File: src/rtl/mfp_seven_segment_scanner.sv
// Time-multiplexed seven-segment scanner: blanking gap between digits, shadow copy of the inputs taken once per frame.
// Optional build macro MFP_SEVEN_SEG_LEADING_ZERO_BLANK_EN suppresses leading zero digits at shadow load.
module mfp_seven_segment_scanner #(
  parameter int N_DIGITS         = 8,
  parameter int CLK_DIV          = 50000,
  parameter int BLANK_CYCLES     = 64,
  parameter int ANODE_ACTIVE_LOW = 1,
  parameter int SEG_ACTIVE_LOW   = 1
) (
  input  logic                    HCLK,
  input  logic                    HRESETn,
  input  logic [4*N_DIGITS-1:0]   hex_data,
  input  logic [N_DIGITS-1:0]     dp_in,
  input  logic [N_DIGITS-1:0]     digit_en,
  output logic [N_DIGITS-1:0]     anodes,
  output logic [6:0]              segments,
  output logic                    seg_dp,
  output logic                    frame_start
);

  localparam int CNT_MAX = (CLK_DIV > BLANK_CYCLES) ? CLK_DIV : BLANK_CYCLES;
  localparam int PW      = (CNT_MAX > 1) ? $clog2(CNT_MAX) : 1;
  localparam int IW      = (N_DIGITS > 1) ? $clog2(N_DIGITS) : 1;

  localparam logic [PW-1:0]       SHOW_TC  = PW'(CLK_DIV - 1);
  localparam logic [PW-1:0]       BLANK_TC = PW'(BLANK_CYCLES - 1);
  localparam logic [IW-1:0]       IDX_TC   = IW'(N_DIGITS - 1);
  localparam logic [N_DIGITS-1:0] AN_OFF   = (ANODE_ACTIVE_LOW != 0) ? {N_DIGITS{1'b1}} : {N_DIGITS{1'b0}};
  localparam logic [6:0]          SEG_OFF  = (SEG_ACTIVE_LOW != 0) ? 7'h7F : 7'h00;
  localparam logic                DP_OFF   = (SEG_ACTIVE_LOW != 0) ? 1'b1 : 1'b0;

  typedef enum logic {
    ST_BLANK = 1'b0,
    ST_SHOW  = 1'b1
  } state_t;

  state_t                  state_r, state_next_s;
  logic [PW-1:0]           presc_r, presc_next_s;
  logic [IW-1:0]           idx_r, idx_next_s;
  logic                    load_s;
  logic [4*N_DIGITS-1:0]   hex_sh_r;
  logic [N_DIGITS-1:0]     dp_sh_r;
  logic [N_DIGITS-1:0]     en_sh_r;
  logic [N_DIGITS-1:0]     en_load_s;
  logic [3:0]              sel_nib_s;
  logic                    sel_en_s;
  logic                    sel_dp_s;
  logic [N_DIGITS-1:0]     an_on_s;
  logic [6:0]              seg_on_s;
  logic                    dp_on_s;

  // Active-high {g,f,e,d,c,b,a} pattern for one hex nibble.
  function automatic logic [6:0] seg_decode(input logic [3:0] nib);
    case (nib)
      4'h0:    seg_decode = 7'h3F;
      4'h1:    seg_decode = 7'h06;
      4'h2:    seg_decode = 7'h5B;
      4'h3:    seg_decode = 7'h4F;
      4'h4:    seg_decode = 7'h66;
      4'h5:    seg_decode = 7'h6D;
      4'h6:    seg_decode = 7'h7D;
      4'h7:    seg_decode = 7'h07;
      4'h8:    seg_decode = 7'h7F;
      4'h9:    seg_decode = 7'h6F;
      4'hA:    seg_decode = 7'h77;
      4'hB:    seg_decode = 7'h7C;
      4'hC:    seg_decode = 7'h39;
      4'hD:    seg_decode = 7'h5E;
      4'hE:    seg_decode = 7'h79;
      4'hF:    seg_decode = 7'h71;
      default: seg_decode = 7'h00;
    endcase
  endfunction

  // A frame begins on the first BLANK cycle in front of digit 0.
  assign load_s = (state_r == ST_BLANK) && (presc_r == '0) && (idx_r == '0);

`ifdef MFP_SEVEN_SEG_LEADING_ZERO_BLANK_EN
  // Keep every digit at or below the highest non-zero nibble or lit decimal point; digit 0 is always kept.
  always_comb begin
    logic keep_v;
    keep_v    = 1'b0;
    en_load_s = '0;
    for (int k = N_DIGITS - 1; k >= 1; k--) begin
      keep_v       = keep_v | (hex_data[4*k +: 4] != 4'h0) | dp_in[k];
      en_load_s[k] = digit_en[k] & keep_v;
    end
    en_load_s[0] = digit_en[0];
  end
`else
  assign en_load_s = digit_en;
`endif

  // Scan state, prescaler and digit index.
  always_ff @(posedge HCLK or negedge HRESETn) begin
    if (!HRESETn) begin
      state_r <= ST_BLANK;
      presc_r <= '0;
      idx_r   <= '0;
    end else begin
      state_r <= state_next_s;
      presc_r <= presc_next_s;
      idx_r   <= idx_next_s;
    end
  end

  // Next-state logic: BLANK_CYCLES of blanking, then CLK_DIV of SHOW, then advance to the next digit.
  always_comb begin
    state_next_s = state_r;
    presc_next_s = presc_r + PW'(1);
    idx_next_s   = idx_r;
    case (state_r)
      ST_BLANK: begin
        if (presc_r == BLANK_TC) begin
          state_next_s = ST_SHOW;
          presc_next_s = '0;
        end else begin
          state_next_s = ST_BLANK;
        end
      end
      ST_SHOW: begin
        if (presc_r == SHOW_TC) begin
          state_next_s = ST_BLANK;
          presc_next_s = '0;
          idx_next_s   = (idx_r == IDX_TC) ? '0 : idx_r + IW'(1);
        end else begin
          state_next_s = ST_SHOW;
        end
      end
      default: begin
        state_next_s = ST_BLANK;
        presc_next_s = '0;
        idx_next_s   = '0;
      end
    endcase
  end

  // Frame-coherent shadow copy of the display inputs.
  always_ff @(posedge HCLK or negedge HRESETn) begin
    if (!HRESETn) begin
      hex_sh_r <= '0;
      dp_sh_r  <= '0;
      en_sh_r  <= '0;
    end else if (load_s) begin
      hex_sh_r <= hex_data;
      dp_sh_r  <= dp_in;
      en_sh_r  <= en_load_s;
    end else begin
      hex_sh_r <= hex_sh_r;
      dp_sh_r  <= dp_sh_r;
      en_sh_r  <= en_sh_r;
    end
  end

  // Select the current digit's shadow fields and form active-high drive levels.
  always_comb begin
    sel_nib_s = 4'h0;
    sel_en_s  = 1'b0;
    sel_dp_s  = 1'b0;
    for (int k = 0; k < N_DIGITS; k++) begin
      sel_nib_s = sel_nib_s | (hex_sh_r[4*k +: 4] & {4{idx_r == IW'(k)}});
      sel_en_s  = sel_en_s  | (en_sh_r[k] & (idx_r == IW'(k)));
      sel_dp_s  = sel_dp_s  | (dp_sh_r[k] & (idx_r == IW'(k)));
    end
    if ((state_r == ST_SHOW) && sel_en_s) begin
      an_on_s  = N_DIGITS'(1) << idx_r;
      seg_on_s = seg_decode(sel_nib_s);
      dp_on_s  = sel_dp_s;
    end else begin
      an_on_s  = '0;
      seg_on_s = 7'h00;
      dp_on_s  = 1'b0;
    end
  end

  // Registered pad drive; XOR with the off level applies the configured polarity.
  always_ff @(posedge HCLK or negedge HRESETn) begin
    if (!HRESETn) begin
      anodes      <= AN_OFF;
      segments    <= SEG_OFF;
      seg_dp      <= DP_OFF;
      frame_start <= 1'b0;
    end else begin
      anodes      <= an_on_s ^ AN_OFF;
      segments    <= seg_on_s ^ SEG_OFF;
      seg_dp      <= dp_on_s ^ DP_OFF;
      frame_start <= load_s;
    end
  end

endmodule

File: config.mk
export PLATFORM = sky130hd
export DESIGN_NAME = mfp_seven_segment_scanner
export DESIGN_NICKNAME = d
export VERILOG_FILES = /design/src/rtl/mfp_seven_segment_scanner.sv
export SDC_FILE = /design/constraint.sdc
export NUM_CORES = 1
export LEC_CHECK = 0
export ABC_AREA = 1
export BUFFER_PORTS_ARGS = -buffer_cell sky130_fd_sc_hd__buf_2
export CAP_MARGIN = 20
export CELL_PAD_IN_SITES_DETAIL_PLACEMENT = 1
export CELL_PAD_IN_SITES_GLOBAL_PLACEMENT = 1
export CORE_UTILIZATION = 25
export DETAILED_ROUTE_END_ITERATION = 10
export PLACE_DENSITY_LB_ADDON = 0.08
export SYNTH_ARGS = -nofsm -noshare
export SYNTH_HDL_FRONTEND = slang
export SYNTH_SLANG_ARGS = --single-unit
File: constraint.sdc
create_clock -name HCLK -period 2.7 [get_ports HCLK]
set_input_delay 0.135 -clock HCLK [delete_from_list [all_inputs] [get_ports HCLK]]
set_output_delay 0.135 -clock HCLK [all_outputs]
set_load 0.02 [all_outputs]
Yosys cells after proc, flatten, opt, wreduce, memory -nomap -nowiden
Memories as Yosys holds them, arrays and structs flattened. Cells that the tools add are included.

Bits in registers: 85. Latch bits: 0. Bits in writable memories: 0. Memory bits (read-only): 112. Input bits: 50. Output and inout port bits: 17. Word-level logic and storage cells: 88. Memories: 1.

$add $sub $neg: 2. Multiply operators: 0. Divide/modulo/power cells: 0. $lt $le $gt $ge: 0. Equality and inequality tests: 9. Shift-type cells: 1. Multiplexer cells: 10. Bitwise gates (word level): 49. Reductions and logical operators: 6.

Memories: (no name shown) (depth 16, width 7, rd ports 1, clocked after memory_dff 0, wr ports 0, RTL line 54) `case (nib)`.

Operators by type and width (number): $and A4 B4 Y4 (8); $mux W16 (2); $pmux W16 S2 (1); $or A4 B4 Y4 (7); $add A16 B1 Y16 const B (1); $and A1 B1 Y1 (16); $eq A16 B16 Y1 const B (1); $eq A16 B6 Y1 const B (1); $logic_not A16 Y1 (1); $or A1 B1 Y1 (14); $eq A3 B3 Y1 const B (4); $mux W8 (1); $not A8 Y8 (1); $shl A1 B3 Y8 const A (1); $mux W7 (1); $not A7 Y7 (1); $eq A3 B2 Y1 const B (2); $add A3 B1 Y3 const B (1); $eq A3 B1 Y1 const B (1); $logic_and A1 B1 Y1 (3); $logic_not A3 Y1 (1); $mux W1 (3); $mux W3 (1); $not A1 Y1 (2); 2 further kinds (2).

Depth between registers and ports, before layout
Gate-level depths: netlist of run 1.

Depth after elaboration: 12. Depth in mapped cells: 15. Depth with buffers taken out: 14.

Worst setup path after synthesis of run 1
No wires, ideal clock.

Path type: register -> register. Start: register idx_r[0]. End: register segments[3]. Library setup time: 0.086 ns. Arrival time: 1.927 ns. Data required time: 2.614 ns. Path slack: 0.687 ns. Stages on the path, launching flop included: 15. Buffers on the path: 1. Clock period less this slack: 2.013 ns. Cell sequence: dfrtp_1 -> ha_1 -> ha_1 -> clkbuf_1 -> nand2_1 -> nand2_1 -> nor2_1 -> nand2_1 -> nor2_2 -> inv_1 -> ha_1 -> inv_1 -> nand2_1 -> nand3_1 -> nand3_1.

Word-level cells in the longest chain between the ends: 12. Elaborated cells between the ends (all ways): 42. Those cells by class: eq/ne: 7; mux: 1; bitwise: 31; reduce/logical: 2; memory: 1.

Ends and longest elaborated chain: start: declaration (RTL line 39) `logic [IW-1:0] idx_r, idx_next_s;`; start signal: assignment (RTL line 103) `idx_r <= idx_next_s;`; $eq A3 B1 Y1 or $logic_not A3 Y1 (tied branches) (RTL line 161, 162); $and A4 B4 Y4 or $and A1 B1 Y1 (tied branches) (RTL line 161, 162); $or A4 B4 Y4 or $or A1 B1 Y1 (tied branches) (7 in series) (RTL line 161, 162); $mem_v2 Z16 W7 or $logic_and A1 B1 Y1 (tied branches); $mux W7 (*) (RTL line 165) `if ((state_r == ST_SHOW) && sel_en_s) begin`; $not A7 Y7 (no source line) (*); end signal: assignment (RTL line 185) `segments <= seg_on_s ^ SEG_OFF;`; end: declaration (RTL line 16) `output logic [6:0] segments,`.

Every way passes the cells marked *; elsewhere a longest branch is shown, timed or not. A chain may end at the register's enable or synchronous reset.

Worst setup path after layout of run 1
Start: register idx_r[2]. End: register segments[1].

Same word-level chain as after synthesis.

==> out/results.ini, run 1 <==
[status]
status = complete, no violations

[floorplan]
pin_count = 67
die_x_um = 132
die_area_um2 = 17500
rows = 47
core_area_um2 = 16600
die_h_um = 132
start_util_pct = 25.7

[grt]
antenna_found_initial = 0
use_met3_pct = 3.10
grt_pass1_wl_um = 20900
overflow = 0
grt_usage_pct = 15.5
busiest_layer = met2
met2_usage_pct = 25.8
grt_pass1_vias = 3950
grt_max_degree = 85
global_route.usage.met1_pct = 19.9

[timing]
fmax_ghz = 0.438
setup_viol = 0
slew_headroom_pct = 62.2
min_period_over_period_pct = 84.6
fin_tns_setup_ns = 0
hold_viol = 0
rsz0062_at_grt = false
worst_slew_pin_slew_ns = 0.567
finalClockSkew_ns = 0.00761
maxSlewViolCount = 0
min_period_ns = 2.28

[logic_synthesis]
synth_commonest_cells = 237 x nand2_1, 69 x dfrtp_1, 46 x inv_1
ys_types = 29
ys_seq_area_share_pct = 50.5
synth.most_common_cell = nand2_1
syn-instance-count = 534
ys.warnings.count = 0
synth_edf_count = 0
syn_area_per_cell_um2 = 7.97
synth_area_leader_cell = dfrtp_1
synth_top_area_share_pct = 40.6
synth.area.top_cells = dfrtp_1 41%, nand2_1 21%, dfstp_2 9.9%, ha_1 4.1%, inv_1 4.1%
synth_area_um2 = 4250
synthArstFlopShare_pct = 100
syn_nets = 598
ys_ff_latch = 85
synthFlopType = dfrtp_1

[power_and_ir_drop]
clockPowerShare_pct = 45.2
switching_share_pct = 23.6
power.density_nw_per_um2 = 507
p_comb_share_pct = 6.8
p_int_mw = 2.13
seq_power_share_pct = 47.9
cellLeakagePower_nw = 2.78
finalPower_mw = 2.79
vdd_drop_max_v = 0.000278
switchingPower_uw = 657

[layout]
antennaDiodeCount = 0
regArea_um2 = 2150
final_util_pct = 33.2
fin_nets = 707
multi_input_area_um2 = 1800
drive_above_1_share_pct = 19.4
area_growth_pct = 29.3
fillers = 2024

[clock_tree]
cts_tree = done
cts-root-buf = clkbuf_16
clk_path_buf_depth = 2
cts.sinks = 85
htreeDepth = 3
cts.clk_slew.worst_paths_ns = 0.06
ctsResizeCount = 0
ctsHoldBuffers = 40
cts_made_buffers = 9
clkLatencyLatePin_ns = 0.35
post-cts-setup-buffer-count = 0

[placed_design]
portBuffers = 66
dp_hpwl_um = 8890
routabilityCongestion = 0.770

[drt]
viasPerCell = 4.22
drtAntennaViolNets = 0
drc = 0
drtIter0Drc = 129
drtPass1Iterations = 4
routed_wl_um = 12500
route.vias.total = 3667
wl_per_cell_um = 14.4

[setup_path]
crit_chain = inv_4, ha_1, nand2_1, nand2_1, nor2_1, nand2_1, nor2_2, inv_1, ha_1, inv_1, nand2_1, nand2_1, nand2_1, nand2_1
worstPathArrival_ns = 2.55
worstSetupPathType = reg -> reg
path_delay_family = simple AND/OR/NAND/NOR gates
cp-start-kind = flip-flop
cp.required_ns = 2.96
end_kind = flip-flop
worstPathMaxFanout = 10
crit_top_cell = nand2_1
crit_slowest_cell = dfrtp_1
cp.buffers_inverters = 3
max_stage_delay_ns = 0.58

[hold_path]
hold_path.class = in -> reg

[run]
cap_viol_max_count = 0

==> stage by stage <==
step | cell area, µm² | std cells | hold WS [ns] | setup slack [ns]
floorplan | 4250 | 534 | -0.161 | 0.687
global placement | 4800 | 812 | -0.0730 | 0.493
detailed placement | 4800 | 812 | -0.0710 | 0.404
CTS | 5500 | 868 | 0.000113 | 0.394
global route | 5500 | 868 | 0.00308 | 0.149
finish | 5500 | 868 | 0.00928 | 0.415
==> cells in the final DEF (no fill, tap or decap), types with 3 or more instances in the layout <==
cell           netlist  routed
nand2_1            237     237
dlygate4sd3_1        0      40
nor2_4               4       4
o21ai_1              6       6
inv_2                4       4
xor2_1               9       9
buf_2                2      65
buf_4                0       4
clkbuf_16            0       9
nor2_1              36      36
nand3_1             34      34
nand4_1              4       4
nor2_2               5       5
dfrtp_1             69      69
clkinvlp_4           0       3
o21ai_0              6       6
dfstp_2             16      16
inv_1               46      46
a21oi_1              6       6
ha_1                14      14
nand2_2              6       6
nor3_1               9       9
==> state kept, by name, summed over array words and instances, names as in the netlist <==
signal       count
seg_dp           1
presc_r         16
hex_sh_r        32
en_sh_r          8
anodes           8
state_r          1
idx_r            3
frame_start      1
segments         7
dp_sh_r          8
==> power by group through the flow <==
stage                     Sequential, mW  Combinational, mW  Clock, mW
after floorplan                     1.35             0.0647          0
after global placement              1.36              0.148          0
after detailed placement            1.36              0.150          0
after CTS                           1.34              0.196       1.32
after global routing                1.34              0.218       1.37
final                               1.33              0.191       1.26
==> worst register-to-register path, stage by stage, from the launching register on <==
cell	delay, ns
dfrtp_1	0.58
inv_4	0.09
ha_1	0.32
nand2_1	0.11
nand2_1	0.06
nor2_1	0.09
nand2_1	0.06
nor2_2	0.21
inv_1	0.12
ha_1	0.29
inv_1	0.04
nand2_1	0.07
nand2_1	0.05
nand2_1	0.06
nand2_1	0.04
==> routing by layer <==
layer / wire, µm / vias up
li1: - / 1852
met1: 5980 / 1753
met2: 5940 / 48
met3: 335 / 14
met4: 204 / 0
met5: 0 / -
==> cell families after synthesis <==
group	Yosys count	synth area share, %
AND/OR/NAND/NOR	340	33.5
buffers and inverters	65	7.15
flip-flops	85	50.5
XOR/XNOR	9	1.85
adder cells (fa/ha/maj)	14	4.12
AO/OA/AOI/OAI	21	2.88
==> area by class of cell <==
| type | instances | share of cell area [%] |
|---|---|---|
| Tap cell | 220 | 5.01 |
| Clock buffer | 11 | 4.23 |
| Timing Repair Buffer | 110 | 14.1 |
| Clock inverter | 5 | 1.11 |
| Inverter | 53 | 3.71 |
| Sequential cell | 85 | 39.0 |
| Multi-Input combinational cell | 384 | 32.8 |
==> final timing paths <==
path | from | slack [ns] | end | cells after the start
max | idx_r[2]$_DFFE_PN0P_ | 0.42 | segments[1]$_DFF_PN1_ | 14
min | hex_data[28] | 0.009 | hex_sh_r[28]$_DFFE_PN0P_ | 3
max reg2reg | idx_r[2]$_DFFE_PN0P_ | 0.42 | segments[1]$_DFF_PN1_ | 14
min reg2reg | state_r$_DFF_PN0_ | 0.48 | presc_r[14]$_DFF_PN0_ | 1
max in group asynchronous | HRESETn | 1.93 | anodes[2]$_DFF_PN1_ | 3
min in group asynchronous | HRESETn | 0.11 | frame_start$_DFF_PN0_ | 2
Note: power is estimated with default switching activity, not from simulation.
==> run 2, diff against run 1 <==
--- a/config.mk
+++ b/config.mk
@@ -5,7 +5,7 @@
 export SDC_FILE = /design/constraint.sdc
 export NUM_CORES = 1
 export LEC_CHECK = 0
-export ABC_AREA = 1
+export ABC_AREA = 0
 export BUFFER_PORTS_ARGS = -buffer_cell sky130_fd_sc_hd__buf_2
 export CAP_MARGIN = 20
 export CELL_PAD_IN_SITES_DETAIL_PLACEMENT = 1
==> constraint.sdc (replaced) <==
create_clock -name HCLK -period 2.15 [get_ports HCLK]
set_input_delay 0.1075 -clock HCLK [delete_from_list [all_inputs] [get_ports HCLK]]
set_output_delay 0.1075 -clock HCLK [all_outputs]
set_load 0.02 [all_outputs]
==> run 2 against run 1 <==
Compared with the run above:
- the run now ends with negative setup slack left
- via count fell by 15%
- hold slack improved by 0.0095 ns
- clock skew rose by 0.0038 ns
- combinational power rose by 64%
- register-to-register slack got worse by 0.66 ns
- largest power group unchanged
- highest routed layer unchanged
==> out/results.ini, run 2 <==
[status]
status = finished, violations left
violations = negative setup slack

[timing]
hold_viol = 0
rsz0062_at_grt = true
fmax_ghz = 0.418
holdWs_ns = 0.0187
min_period_ns = 2.39
worst_slew_pin_slew_ns = 0.507
finalClockSkew_ns = 0.0114
setup_viol = 67
min_period_over_period_pct = 111
maxSlewViolCount = 0
slew_headroom_pct = 66.0
finalWorstSetupSlack_ns = -0.242

[grt]
antenna_found_initial = 0
grt_usage_pct = 15.3
overflow = 0
grt_max_degree = 48
grt_pass1_wl_um = 18600
grt_pass1_vias = 3497

[drt]
viasPerCell = 4.65
drc = 0
drtPass1Iterations = 7
drtIter0Drc = 141
routed_wl_um = 11700
wl_per_cell_um = 17.4
route.vias.total = 3135
drtAntennaViolNets = 0

[power_and_ir_drop]
finalPower_mw = 3.46
cellLeakagePower_nw = 2.74
vdd_drop_max_v = 0.000388
power.density_nw_per_um2 = 561

[layout]
antennaDiodeCount = 0
layout_commonest_cell = dfrtp_1
final_util_pct = 40.5
final_cell_mix = 68 x dfrtp_1, 65 x buf_2, 52 x buf_4
area_growth_pct = 58.4
fin_nets = 545
regMostFlops = hex_sh_r
drive_above_1_share_pct = 51.6
top_regs = hex_sh_r x32, presc_r x16
design_area_um2 = 6160
largest_register_ff_count = 32
fillers = 1631

[clock_tree]
cts.clk_slew.worst_paths_ns = 0.06
cts_made_buffers = 9
cts.sinks = 85
cts-root-buf = clkbuf_16
clk_path_buf_depth = 2
clkLatencyLatePin_ns = 0.35
htreeDepth = 3
cts_tree = done

[logic_synthesis]
syn-instance-count = 305
synth.most_common_cell = dfrtp_1
synth_area_leader_cell = dfrtp_1
synth_edf_count = 0
ys_seq_area_share_pct = 55.2
synth_commonest_cells = 69 x dfrtp_1, 49 x mux2_2, 16 x dfstp_2, 16 x nand2_1, 15 x nor2_1
syn_nets = 369
syn_area_per_cell_um2 = 12.8
synth_top_area_share_pct = 44.4
ys_ff_latch = 85
synthFlopType = dfrtp_1
synthArstFlopShare_pct = 100
ys.warnings.count = 0
synth.area.top_cells = dfrtp_1 44%, mux2_2 14%, dfstp_2 11%, ha_1 4.5%, a222oi_1 2.1%
synth_area_um2 = 3890
ys_types = 48

[floorplan]
start_util_pct = 25.6
die_area_um2 = 16100
pin_count = 67
die_h_um = 127
rows = 45
core_area_um2 = 15200
die_x_um = 127

[setup_path]
r2r_cells = 6
worstPathArrival_ns = 2.62
crit_slowest_cell = or4_4
critPathLaunch = presc_r[12]$_DFF_PN0_
end_kind = flip-flop
worstPathMaxFanout = 8
cp.required_ns = 2.38
crit_chain = or4_4, or3_4, nor3_4, buf_8, clkbuf_16, mux2_4
r2r_slack_ns = -0.24
crit_end = hex_sh_r[30]$_DFFE_PN0P_
reg2reg_from = presc_r[12]$_DFF_PN0_
worstSetupPathType = reg -> reg
r2r-end = hex_sh_r[30]$_DFFE_PN0P_
max_stage_delay_ns = 0.54
cp-start-kind = flip-flop

[hold_path]
hold_path.class = in -> reg

[run]
cap_viol_max_count = 0

[placed_design]
routabilityCongestion = 0.835
portBuffers = 66
place_area_um2 = 4900
post-place-ws_ns = -0.330
dp_hpwl_um = 7870

-- run 2: cell types whose count changed in the layout (fill, tap and decap cells not counted), sizes merged, moves of 24 or more --
cell   delta
nand2   -227
inv      -43
mux2     +49
buf      +58
nand3    -24
nor2     -30
-- run 2: per-layer routing --
metal | GRT usage, % | share of wire [%]
met1 | 19.3 | 47
met2 | 25.6 | 49
met3 | 3.92 | 3.2
met4 | 4.97 | 1.4
met5 | 0 | 0
-- run 2: what timing repair did --
action                                  in CTS  in global routing
gates cloned                                 1                  5
resized for setup                           56                 38
hold buffers                                45                  1
setup buffers                                9                  3
hold endpoints to repair                    63                  1
endpoints found under the setup margin      76                 75
pin swaps                                   13                  3
-- run 2: layout make-up --
class                   count  area (µm²)  area share (%)
clock buffers              12         246            4.00
well taps                 188         235            3.82
inverters                  10        37.5           0.609
flip-flops and latches     85        2150            34.9
multi-input cells         197        2030            33.0
repair buffers            178        1440            23.3
clock inverters             4        26.3           0.426
-- run 2: power by group --
part,total [mW],internal (mW),switching (mW)
Clock,1.46,0.814,0.651
Combinational,0.314,0.198,0.116
Sequential,1.68,1.65,0.0306
Total,3.46,2.66,0.798
-- run 2: logic make-up after synthesis --
| logic type | synth area share [%] |
|---|---|
| mux | 16.2 |
| fa+ha+maj | 4.50 |
| simple gates | 9.65 |
| compound gates | 8.46 |
| buf+inv | 2.83 |
| xor+xnor | 3.15 |
| flops | 55.2 |
-- run 2: stage by stage --
| stage | setup TNS (ns) | std cells |
|---|---|---|
| 2_1_floorplan | -1.21 | 305 |
| 3_3_place_gp | -15.02 | 598 |
| 3_5_place_dp | -16.50 | 598 |
| 4_1_cts | -8.05 | 668 |
| 5_1_grt | -15.28 | 674 |
| 6_report | -11.00 | 674 |
-- run 2: worst min path at each step --
stage	start	to	depth (start not counted)
floorplan	HRESETn	dp_sh_r[0]$_DFFE_PN0P_	0
global placement	HRESETn	hex_sh_r[22]$_DFFE_PN0P_	1
detailed placement	HRESETn	hex_sh_r[22]$_DFFE_PN0P_	1
CTS	hex_data[17]	hex_sh_r[17]$_DFFE_PN0P_	2
global route	digit_en[0]	en_sh_r[0]$_DFFE_PN0P_	2
finish	digit_en[0]	en_sh_r[0]$_DFFE_PN0P_	2
-- run 2: critical path, delay by kind of cell, from the launching register on --
family,cells,cell delay (ns)
and+or+nand+nor,3,1.19
buffers and inverters,2,0.41
DFF,1,0.38
muxes,1,0.29
